`src/rtl/thread_fetch_sched.sv`:
```
`default_nettype none
// ============================================================================
// thread_fetch_sched: two-thread round-robin fetch scheduler for the SIK stack CPU.
// Rev 1.0
// ============================================================================
module thread_fetch_sched #(
   parameter int          WIDTH    = 16,
   parameter int unsigned T0_START = 0,
   parameter int unsigned T1_START = 1,
   parameter int unsigned PC_STEP  = 2
) (
   input  logic             clk,
   input  logic             reset,
   input  logic             stall,
   input  logic             redirect_valid,
   input  logic             redirect_tid,
   input  logic [WIDTH-1:0] redirect_pc,
   input  logic             halt_req,
   input  logic             halt_tid,
   output logic             fetch_valid,
   output logic             fetch_tid,
   output logic [WIDTH-1:0] fetch_pc,
   output logic [1:0]       thread_halted,
   output logic             halt
);

   localparam logic [WIDTH-1:0] T0_INIT = T0_START[WIDTH-1:0];
   localparam logic [WIDTH-1:0] T1_INIT = T1_START[WIDTH-1:0];
   localparam logic [WIDTH-1:0] STEP    = PC_STEP[WIDTH-1:0];

   logic [WIDTH-1:0] pc0;
   logic [WIDTH-1:0] pc1;
   logic             last_tid;

   logic [1:0]       halted_next;
   logic [1:0]       eligible;
   logic             any_eligible;
   logic             sel;
   logic             redir0;
   logic             redir1;
   logic [WIDTH-1:0] eff_pc0;
   logic [WIDTH-1:0] eff_pc1;
   logic [WIDTH-1:0] sel_pc;
   logic [WIDTH-1:0] inc_pc;
   logic             do_fetch;
   logic [WIDTH-1:0] pc0_next;
   logic [WIDTH-1:0] pc1_next;

   // A halt request blocks the thread in the very cycle it arrives.
   always_comb begin
      halted_next = thread_halted;
      if (halt_req) begin
         halted_next[halt_tid] = 1'b1;
      end
   end

   // Redirects to halted threads are dropped, so a halted PC stays frozen.
   assign redir0 = redirect_valid && !redirect_tid && !halted_next[0];
   assign redir1 = redirect_valid &&  redirect_tid && !halted_next[1];

   assign eff_pc0 = redir0 ? redirect_pc : pc0;
   assign eff_pc1 = redir1 ? redirect_pc : pc1;

   assign eligible     = ~halted_next;
   assign any_eligible = |eligible;
   assign sel          = (&eligible) ? ~last_tid : eligible[1];

   assign sel_pc   = sel ? eff_pc1 : eff_pc0;
   assign inc_pc   = sel_pc + STEP;
   assign do_fetch = !stall && any_eligible;

   assign pc0_next = (do_fetch && !sel) ? inc_pc : eff_pc0;
   assign pc1_next = (do_fetch &&  sel) ? inc_pc : eff_pc1;

   always_ff @(posedge clk) begin
      if (!reset) begin
         pc0           <= T0_INIT;
         pc1           <= T1_INIT;
         last_tid      <= 1'b1;
         thread_halted <= 2'b00;
         halt          <= 1'b0;
         fetch_valid   <= 1'b0;
         fetch_tid     <= 1'b0;
         fetch_pc      <= '0;
      end else begin
         thread_halted <= halted_next;
         halt          <= halt | (&thread_halted);
         pc0           <= pc0_next;
         pc1           <= pc1_next;
         if (do_fetch) begin
            fetch_valid <= 1'b1;
            fetch_tid   <= sel;
            fetch_pc    <= sel_pc;
            last_tid    <= sel;
         end else if (!stall) begin
            fetch_valid <= 1'b0;
         end
      end
   end

endmodule
`default_nettype wire
```
`config.mk`:
```
export PLATFORM = sky130hd
export DESIGN_NAME = thread_fetch_sched
export DESIGN_NICKNAME = d
export VERILOG_FILES = /design/src/rtl/thread_fetch_sched.sv
export SDC_FILE = /design/constraint.sdc
export NUM_CORES = 1
export LEC_CHECK = 0
export BUFFER_PORTS_ARGS = -buffer_cell sky130_fd_sc_hd__clkbuf_2
export CAP_MARGIN = 20
export CORE_UTILIZATION = 40
export CTS_BUF_LIST = sky130_fd_sc_hd__clkbuf_2
export CTS_CLUSTER_DIAMETER = 200
export DETAILED_ROUTE_END_ITERATION = 8
export PLACE_DENSITY = 0.61
export SLEW_MARGIN = 20
export SYNTH_ARGS = -nofsm -noshare
export SYNTH_HDL_FRONTEND = slang
export SYNTH_SLANG_ARGS = --single-unit
```
`constraint.sdc`:
```
create_clock -name clk -period 2.9 [get_ports clk]
set_input_delay 0.58 -clock clk [delete_from_list [all_inputs] [get_ports clk]]
set_output_delay 0.58 -clock clk [all_outputs]
set_load 0.005 [all_outputs]
```
# Word level (Yosys, flattened, before mapping)
# Index checks and enable logic that the tools add are counted.
word_totals:
  wordCells: 43
  regBits: 54
op_classes:
  n_bitwise: 4
  n_lt_le_gt_ge: 2
  eq_ne: 1
  muxes: 11
  n_addsub: 1
  reduce_logical: 16
op_table:
  columns: ["operator", "n"]
  rows:
  - ["$mux 16", 5]
  - ["$add 16x2->16 const B", 1]
  - ["$logic_and 1x1->1", 8]
  - ["$logic_not 1->1", 5]
  - ["$mux 1", 4]
  - ["$reduce_and 2->1", 2]
  - ["$lt 1x2->1 const B", 1]
  - ["$mux 2", 1]
  - ["$ne 2x1->1 const B", 1]
  - ["$not 2->2", 1]
  - ["$or 2x2->2", 1]
  - ["$reduce_or 2->1", 1]
  - ["$demux 1 s1", 1]
  - ["$ge 1x1->1 const B", 1]
  - ["$not 1->1", 1]
  - ["$or 1x1->1", 1]

# Logic depth before layout (Yosys ltp)
# Gate-level depths: netlist (run 1).
logic_depth:
  ltp_word: 12
  ltp_mapped: 13
  ltp_nobuf: 11

# Worst setup path before layout (run 1)
# OpenSTA, ideal clock, no wires.
synth_path:
  path_type: "input to register"
  startpoint: "input port halt_req"
  endpoint: "register pc0[5]"
  path_stages: 12
  path_buffers: 1
  t_arrival_ps: 2762
  setup_ps: 116
  setup_slack_ps: 23
  path_cell_list: "or3b_4 > nand2_2 > mux2i_4 > buf_8 > o221ai_2 > inv_1 > ha_1 > inv_1 > nor3_1 > xor2_1 > nand2_1 > and3_1"
synth_between:
  elab_chain_cells: 7
  word_cells_on_any_way: 17
synth_lines:
  columns: ["element", "line", "text"]
  rows:
  - ["from (decl)", "18", "input logic halt_req,"]
  - ["$mux 2 *", "52", "if (halt_req) begin"]
  - ["$not 2->2, or another cell as far along", "64", "assign eligible = ~halted_next;"]
  - ["$reduce_and 2->1, or another cell as far along", "66", "assign sel = (&eligible) ? ~last_tid : eligible[1];"]
  - ["$mux 1, or another cell as far along", "66", null]
  - ["$mux 16 *", "68", "assign sel_pc = sel ? eff_pc1 : eff_pc0;"]
  - ["net sel_pc[1]", "43", "logic [WIDTH-1:0] sel_pc;"]
  - ["$add 16x2->16 *", "69", "assign inc_pc = sel_pc + STEP;"]
  - ["$mux 16 *", "72", "assign pc0_next = (do_fetch && !sel) ? inc_pc : eff_pc0;"]
  - ["to (signal assigned)", "88", "pc0 <= pc0_next;"]
  - ["to (decl)", "31", "logic [WIDTH-1:0] pc0;"]
# The timed path passes the listed nets; every way through them passes the cells marked *.
# A chain may end at the register's enable or synchronous reset.

# Worst setup path after layout (run 1)
layout_path:
  startpoint: "register last_tid"
  endpoint: "register pc1[8]"
layout_between:
  elab_chain_cells: 5
  word_cells_on_any_way: 6
layout_lines:
  columns: ["element", "line", "text"]
  rows:
  - ["from (decl)", "33", "logic last_tid;"]
  - ["from (signal assigned)", "94", "last_tid <= sel;"]
  - ["$not 1->1 *", "66", null]
  - ["$mux 1 *", "66", null]
  - ["$mux 16", "68", null]
  - ["$add 16x2->16", "69", null]
  - ["$mux 16 *", "73", "assign pc1_next = (do_fetch && sel) ? inc_pc : eff_pc1;"]
  - ["to (signal assigned)", "89", "pc1 <= pc1_next;"]
  - ["to (decl)", "32", "logic [WIDTH-1:0] pc1;"]
# Every way passes the cells marked *; elsewhere a longest branch is shown, timed or not.

==> reports/results.ini, run 1 <==
[job]
maxCapViolations = 0

[route]
drc = 0
viasPerCell = 5.11
initialDrtViolationCount = 117
wl_per_cell_um = 15.3
first_pass_iters = 4
vias = 2316
wirelength_mm = 6.91
final_antenna_net_count = 0

[floorplan]
die_h_um = 85.9
dieWidth_um = 85.9
core_sq_um = 6790
ioPinCount = 44
rows = 30
start_util_pct = 41.4
die_area_sq_um = 7380

[sta]
max_slew_margin_pct = 62.1
max_freq_mhz = 402
worstMarginPinSlew_ns = 0.567
timing.final.crit_period_ns = 2.49
worst_slack_ns = 0.413
clock_skew_ns = 0.0275
maxSlewViolCount = 0
tns_ns = 0
setup_viol_count_final = 0
min_period_over_period_pct = 85.7
hold_viol = 0
rsz0062_at_grt = no

[clock_network]
cts.sinks = 54
ctsHoldBuffers = 0
root_buffer = clkbuf_2
cts_buffer_depth = 2
numCtsBuffers = 5
htree_levels = 2
path_clk_slew_ns = 0.26
insertion_delay_ns = 0.45
cts_tree = done
post-cts-setup-buffers = 0
post_cts_resize_count = 0

[status]
status = complete, no violations

[worst_setup_path]
start_kind = flip-flop
cp.required_ns = 3.25
crit_type = reg -> reg
cp_max_fo = 10
crit_arrival_ns = 2.84
endpoint_kind = flip-flop

[place]
numPortBuffers = 43
dp_hpwl_mm = 4.98
place.gp.congestion = 0.833
pre_cts_ws_ns = 0.0713

[final_layout]
fillers = 656
nNetsFinal = 380
seq_area_sq_um = 1080
antennaDiodeCount = 0
drive_gt1_share_pct = 34.7
syn2layout_area_growth_pct = 22.7
multiInputGateArea_sq_um = 1640

[yosys]
yosys_warnings = 0
syn_nets = 312
syn_area_per_cell_sq_um = 9.77
yosysSeqAreaShare_pct = 38.4
syn_inst = 288
synth_area_sq_um = 2820
synthDistinctLibCells = 49
ys_ff_latch = 54
synth_flop_cell = dfxtp_1
synth_edf_count = 0
async_flop_share_pct = 0

[pwr]
p_sw_share_pct = 30.9
p_per_area_nw_per_um2 = 568
pwr-share-seq_pct = 43.8
irDropWorstVdd_mv = 0.177
p_int_mw = 1.36
clkPwrFrac_pct = 23.9
switching_power_mw = 0.606
combPwrFrac_pct = 32.3
p_leak_nw = 1.35

[global_routing]
grt_start_max_net_pins = 35
grt_use_total_pct = 20.3
antenna_found_initial = 0
grt_pass1_vias = 2347
grt_pass1_wl_mm = 11.7
grt_overflow = 0

[min_path]
hold_class = in -> reg

-- power groups by stage --
stage                     combinational (mW)  sequential [mW]  clock (mW)
after floorplan                        0.390            0.870           0
after global placement                 0.623            0.871           0
after detailed placement               0.630            0.874           0
after CTS                              0.634            0.860       0.485
after global routing                   0.698            0.869       0.513
final                                  0.634            0.860       0.469
-- worst max-delay path: stages, from the launching register on --
cell	delay [ns]
dfxtp_1	0.39
or3b_4	0.39
nand2_2	0.11
mux2i_4	0.25
buf_12	0.17
o221ai_2	0.13
nor4_4	0.28
buf_4	0.19
nand3b_1	0.10
xnor2_1	0.26
o22ai_1	0.12
-- sequential cells by signal (all words and copies together) (netlist names) --
register and count:
thread_halted 2, pc1 16, last_tid 1, fetch_tid 1, halt 1, pc0 16
fetch_pc 16, fetch_valid 1
-- cell usage after synthesis, types with 2 or more instances --
master | instances | share of area (%)
a21o_1 | 2 | 0.53
a21oi_1 | 6 | 1.1
and2_1 | 18 | 4.0
buf_6 | 2 | 0.80
clkbuf_1 | 11 | 1.5
dfxtp_1 | 54 | 38
inv_1 | 4 | 0.53
mux2_2 | 3 | 1.2
mux2i_1 | 29 | 10
nand2_1 | 27 | 3.6
nand3_1 | 5 | 0.89
nand4_1 | 3 | 0.67
nor2_1 | 5 | 0.67
nor2b_1 | 2 | 0.44
nor3_1 | 4 | 0.71
nor4_1 | 2 | 0.44
nor4_4 | 2 | 1.5
o211a_1 | 2 | 0.71
o21ai_0 | 21 | 3.7
o221ai_2 | 10 | 5.3
o221ai_4 | 3 | 2.8
o22ai_1 | 20 | 4.4
or2_2 | 14 | 3.1
xnor2_1 | 14 | 4.4
-- path summary, 6_finish.rpt --
| path | endpoint | startpoint | depth (start not counted) | slack, ns |
|---|---|---|---|---|
| setup / recovery | pc1[8]$_SDFF_PN0_ | last_tid$_SDFFE_PN1P_ | 10 | 0.41 |
| hold / removal | pc1[0]$_SDFF_PN1_ | redirect_pc[0] | 3 | 0.38 |
| setup reg to reg | pc1[8]$_SDFF_PN0_ | last_tid$_SDFFE_PN1P_ | 10 | 0.41 |
| hold reg to reg | fetch_tid$_SDFFE_PN0P_ | fetch_tid$_SDFFE_PN0P_ | 2 | 0.46 |
-- logic make-up (layout without fill, tap and decap cells) --
kind of cell,after synthesis,count (layout),share of synthesized area [%]
compound gates,74,74,21.8
xor+xnor,15,15,4.67
fa+ha+maj,1,1,0.444
buf+inv,20,89,3.64
flops,54,54,38.4
mux,33,33,12.3
simple gates,91,91,18.8
-- layout make-up --
class	count	area share, %
Multi-Input combinational cell	214	47.5
Sequential cell	54	31.3
Timing Repair Buffer	77	14.7
Tap cell	96	3.48
Clock inverter	3	1.85
Clock buffer	5	0.725
Inverter	4	0.435
-- per-layer routing --
metal / track usage, % / wire length [um] / vias up
met2: 32.2 / 3240 / 47
met4: 7.12 / 54 / 0
met3: 3.37 / 218 / 4
met5: 0 / 0 / -
met1: 27.7 / 3400 / 1078
li1: - / - / 1187
-- through the flow --
stage	total power, mW	util (%)	instance area, sq um	hold slack, ns	instances
6_report	1.96	50.8	3450	0.380	453
5_1_grt	2.08	50.8	3450	0.375	453
4_1_cts	1.98	50.8	3450	0.351	453
3_5_place_dp	1.50	49.5	3360	0.436	445
3_3_place_gp	1.49	49.5	3360	0.433	445
2_1_floorplan	1.26	-	2820	0.419	288
-- cells in the final DEF, fill, tap and decap left out, types with 3 or more instances in the layout --
master / instances
o221ai_4: 3
o22ai_1: 20
nor2_1: 5
o221ai_2: 10
mux2i_1: 29
and2_1: 18
or2_2: 14
clkbuf_2: 48
a21oi_1: 6
o21ai_0: 21
buf_12: 3
dfxtp_1: 54
mux2_2: 3
xnor2_1: 14
nand3_1: 5
buf_4: 31
nand4_1: 3
nor3_1: 4
inv_1: 4
nand2_1: 27
(Power assumes the default switching activity.)
==> inputs of run 2 (changes only) <==
CELL_PAD_IN_SITES_DETAIL_PLACEMENT = 1   (was not set)
CELL_PAD_IN_SITES_GLOBAL_PLACEMENT = 1   (was not set)
MAX_ROUTING_LAYER = met4   (was not set)
PLACE_DENSITY = 0.76   (was 0.61)
==> reports/results.ini, run 2 (synthesis results as in run 1) <==
[sta]
rsz0062_at_grt = no
tns_ns = 0  ; unchanged
worstMarginPinSlew_ns = 0.611  ; +0.0435 ns
max_freq_mhz = 394  ; -2.0%
timing.final.crit_period_ns = 2.54  ; +0.0516 ns
setup_viol_count_final = 0  ; unchanged
whs_ns = 0.372  ; -0.00839 ns
max_slew_margin_pct = 59.2  ; -2.9 points
maxSlewViolCount = 0  ; unchanged
clock_skew_ns = 0.0252  ; -0.00234 ns
min_period_over_period_pct = 87.5  ; +1.8 points
worst_slack_ns = 0.362  ; -0.0516 ns
hold_viol = 0  ; unchanged

[worst_setup_path]
start_kind = flip-flop
crit_type = reg -> reg
endpoint_kind = flip-flop
cp_max_fo = 8  ; -2
startpoint = last_tid$_SDFFE_PN1P_
slowest_stage = or3b_4
r2r_start = last_tid$_SDFFE_PN1P_
crit_arrival_ns = 2.90  ; +0.06 ns
path_cells = or3b_4 -> nand2_2 -> mux2i_4 -> buf_4 -> buf_12 -> o221ai_4 -> nor4_4 -> nand4_1 -> xnor2_1 -> o22ai_1
max_stage_delay_ns = 0.41  ; +0.02 ns
cp.required_ns = 3.26  ; about the same

[place]
pre_cts_ws_ns = 0.0236  ; -0.0477 ns
place_area_sq_um = 3360  ; about the same
dp_hpwl_mm = 5.88  ; +18%
numPortBuffers = 43  ; unchanged
place.gp.congestion = 0.829  ; -0.43%
dp_cells = 448  ; +0.67%

[clock_network]
ctsHoldBuffers = 0  ; unchanged
path_clk_slew_ns = 0.27  ; about the same
cts_tree = done
cts_buffer_depth = 2  ; unchanged
root_buffer = clkbuf_2
post_cts_resize_count = 0  ; unchanged
cts.sinks = 54  ; unchanged
insertion_delay_ns = 0.45  ; about the same
post-cts-setup-buffers = 0  ; unchanged
htree_levels = 2  ; unchanged
numCtsBuffers = 5  ; unchanged

[final_layout]
antennaDiodeCount = 0  ; unchanged
instances_no_fill = 456  ; +0.66%
final_util_pct = 50.8  ; about the same
top_regs = fetch_pc: 16 flops, pc0: 16 flops, pc1: 16 flops
fillers = 802  ; +22%
nNetsFinal = 383  ; +0.79%
drive_gt1_share_pct = 35.3  ; +0.54 points
syn2layout_area_growth_pct = 22.6  ; about the same
final_area_sq_um = 3450  ; about the same
final_cell_mix = dfxtp_1 (54), clkbuf_2 (48), buf_4 (36)
final_common_cell = dfxtp_1

[global_routing]
grt_overflow = 0  ; unchanged
grt_use_total_pct = 23.4  ; +3.1 points
grt_pass1_wl_mm = 13.0  ; +11%
grt_pass1_vias = 2582  ; +10%
grt_start_max_net_pins = 33  ; -5.7%
antenna_found_initial = 0  ; unchanged

[job]
maxCapViolations = 0  ; unchanged

[floorplan]
core_sq_um = 6790  ; unchanged
rows = 30  ; unchanged
dieWidth_um = 85.9  ; unchanged
ioPinCount = 44  ; unchanged
start_util_pct = 41.4  ; unchanged
die_h_um = 85.9  ; unchanged
die_area_sq_um = 7380  ; unchanged

[pwr]
p_leak_nw = 1.36  ; +0.39%
p_total_mw = 1.98  ; +0.73%
p_per_area_nw_per_um2 = 573  ; +0.80%
irDropWorstVdd_mv = 0.256  ; +45%

[route]
first_pass_iters = 4  ; unchanged
viasPerCell = 5.42  ; +5.9%
wirelength_mm = 7.99  ; +16%
drc = 0  ; unchanged
vias = 2470  ; +6.6%
initialDrtViolationCount = 112  ; -4.3%
wl_per_cell_um = 17.5  ; +15%
final_antenna_net_count = 0  ; unchanged

[status]
status = complete, no violations

[min_path]
min-delay-start = redirect_pc[0]
hold_class = in -> reg

run 2: changes by cell type in the layout (fill, tap and decap cells not counted), sizes merged:
cell,before,now
buf,34,37
run 2: worst max-delay path: cells and delay by family (launching register included):
| kind | cells | cell delay (ns) |
|---|---|---|
| and+or+nand+nor | 4 | 1.08 |
| xor gates and xnor gates | 1 | 0.24 |
| DFF | 1 | 0.39 |
| buffers and inverters | 2 | 0.29 |
| muxes | 1 | 0.24 |
| AOI/OAI and AO/OA | 2 | 0.22 |
run 2: path summary, 6_finish.rpt:
path                              end  slack [ns]  cells past startpoint
max                pc1[15]$_SDFF_PN0_        0.36                     10
min                 pc1[0]$_SDFF_PN1_        0.37                      3
max reg2reg        pc1[15]$_SDFF_PN0_        0.36                     10
min reg2reg  fetch_valid$_SDFFE_PN0P_        0.49                      2
run 2: layout make-up:
| type | count | area [sq um] | share of cell area (%) |
|---|---|---|---|
| Clock inverter | 3 | 63.8 | 1.85 |
| Multi-Input combinational cell | 214 | 1640 | 47.5 |
| Inverter | 4 | 15.0 | 0.435 |
| Sequential cell | 54 | 1080 | 31.3 |
| Timing Repair Buffer | 80 | 505 | 14.6 |
| Tap cell | 96 | 120 | 3.48 |
| Clock buffer | 5 | 25.0 | 0.725 |
run 2: report_power, final:
part / internal, mW / switching, mW / total [mW]
logic: 0.306 / 0.342 / 0.648
clock network: 0.229 / 0.237 / 0.466
registers: 0.819 / 0.0450 / 0.864
run 2: routing by layer:
metal / track usage [%] / share of wire [%] / vias up
li1: - / - / 1196
met1: 29.4 / 46 / 1213
met2: 39.4 / 49 / 52
met3: 3.95 / 4.3 / 9
met4: 5.15 / 0.74 / 0
met5: - / 0 / -
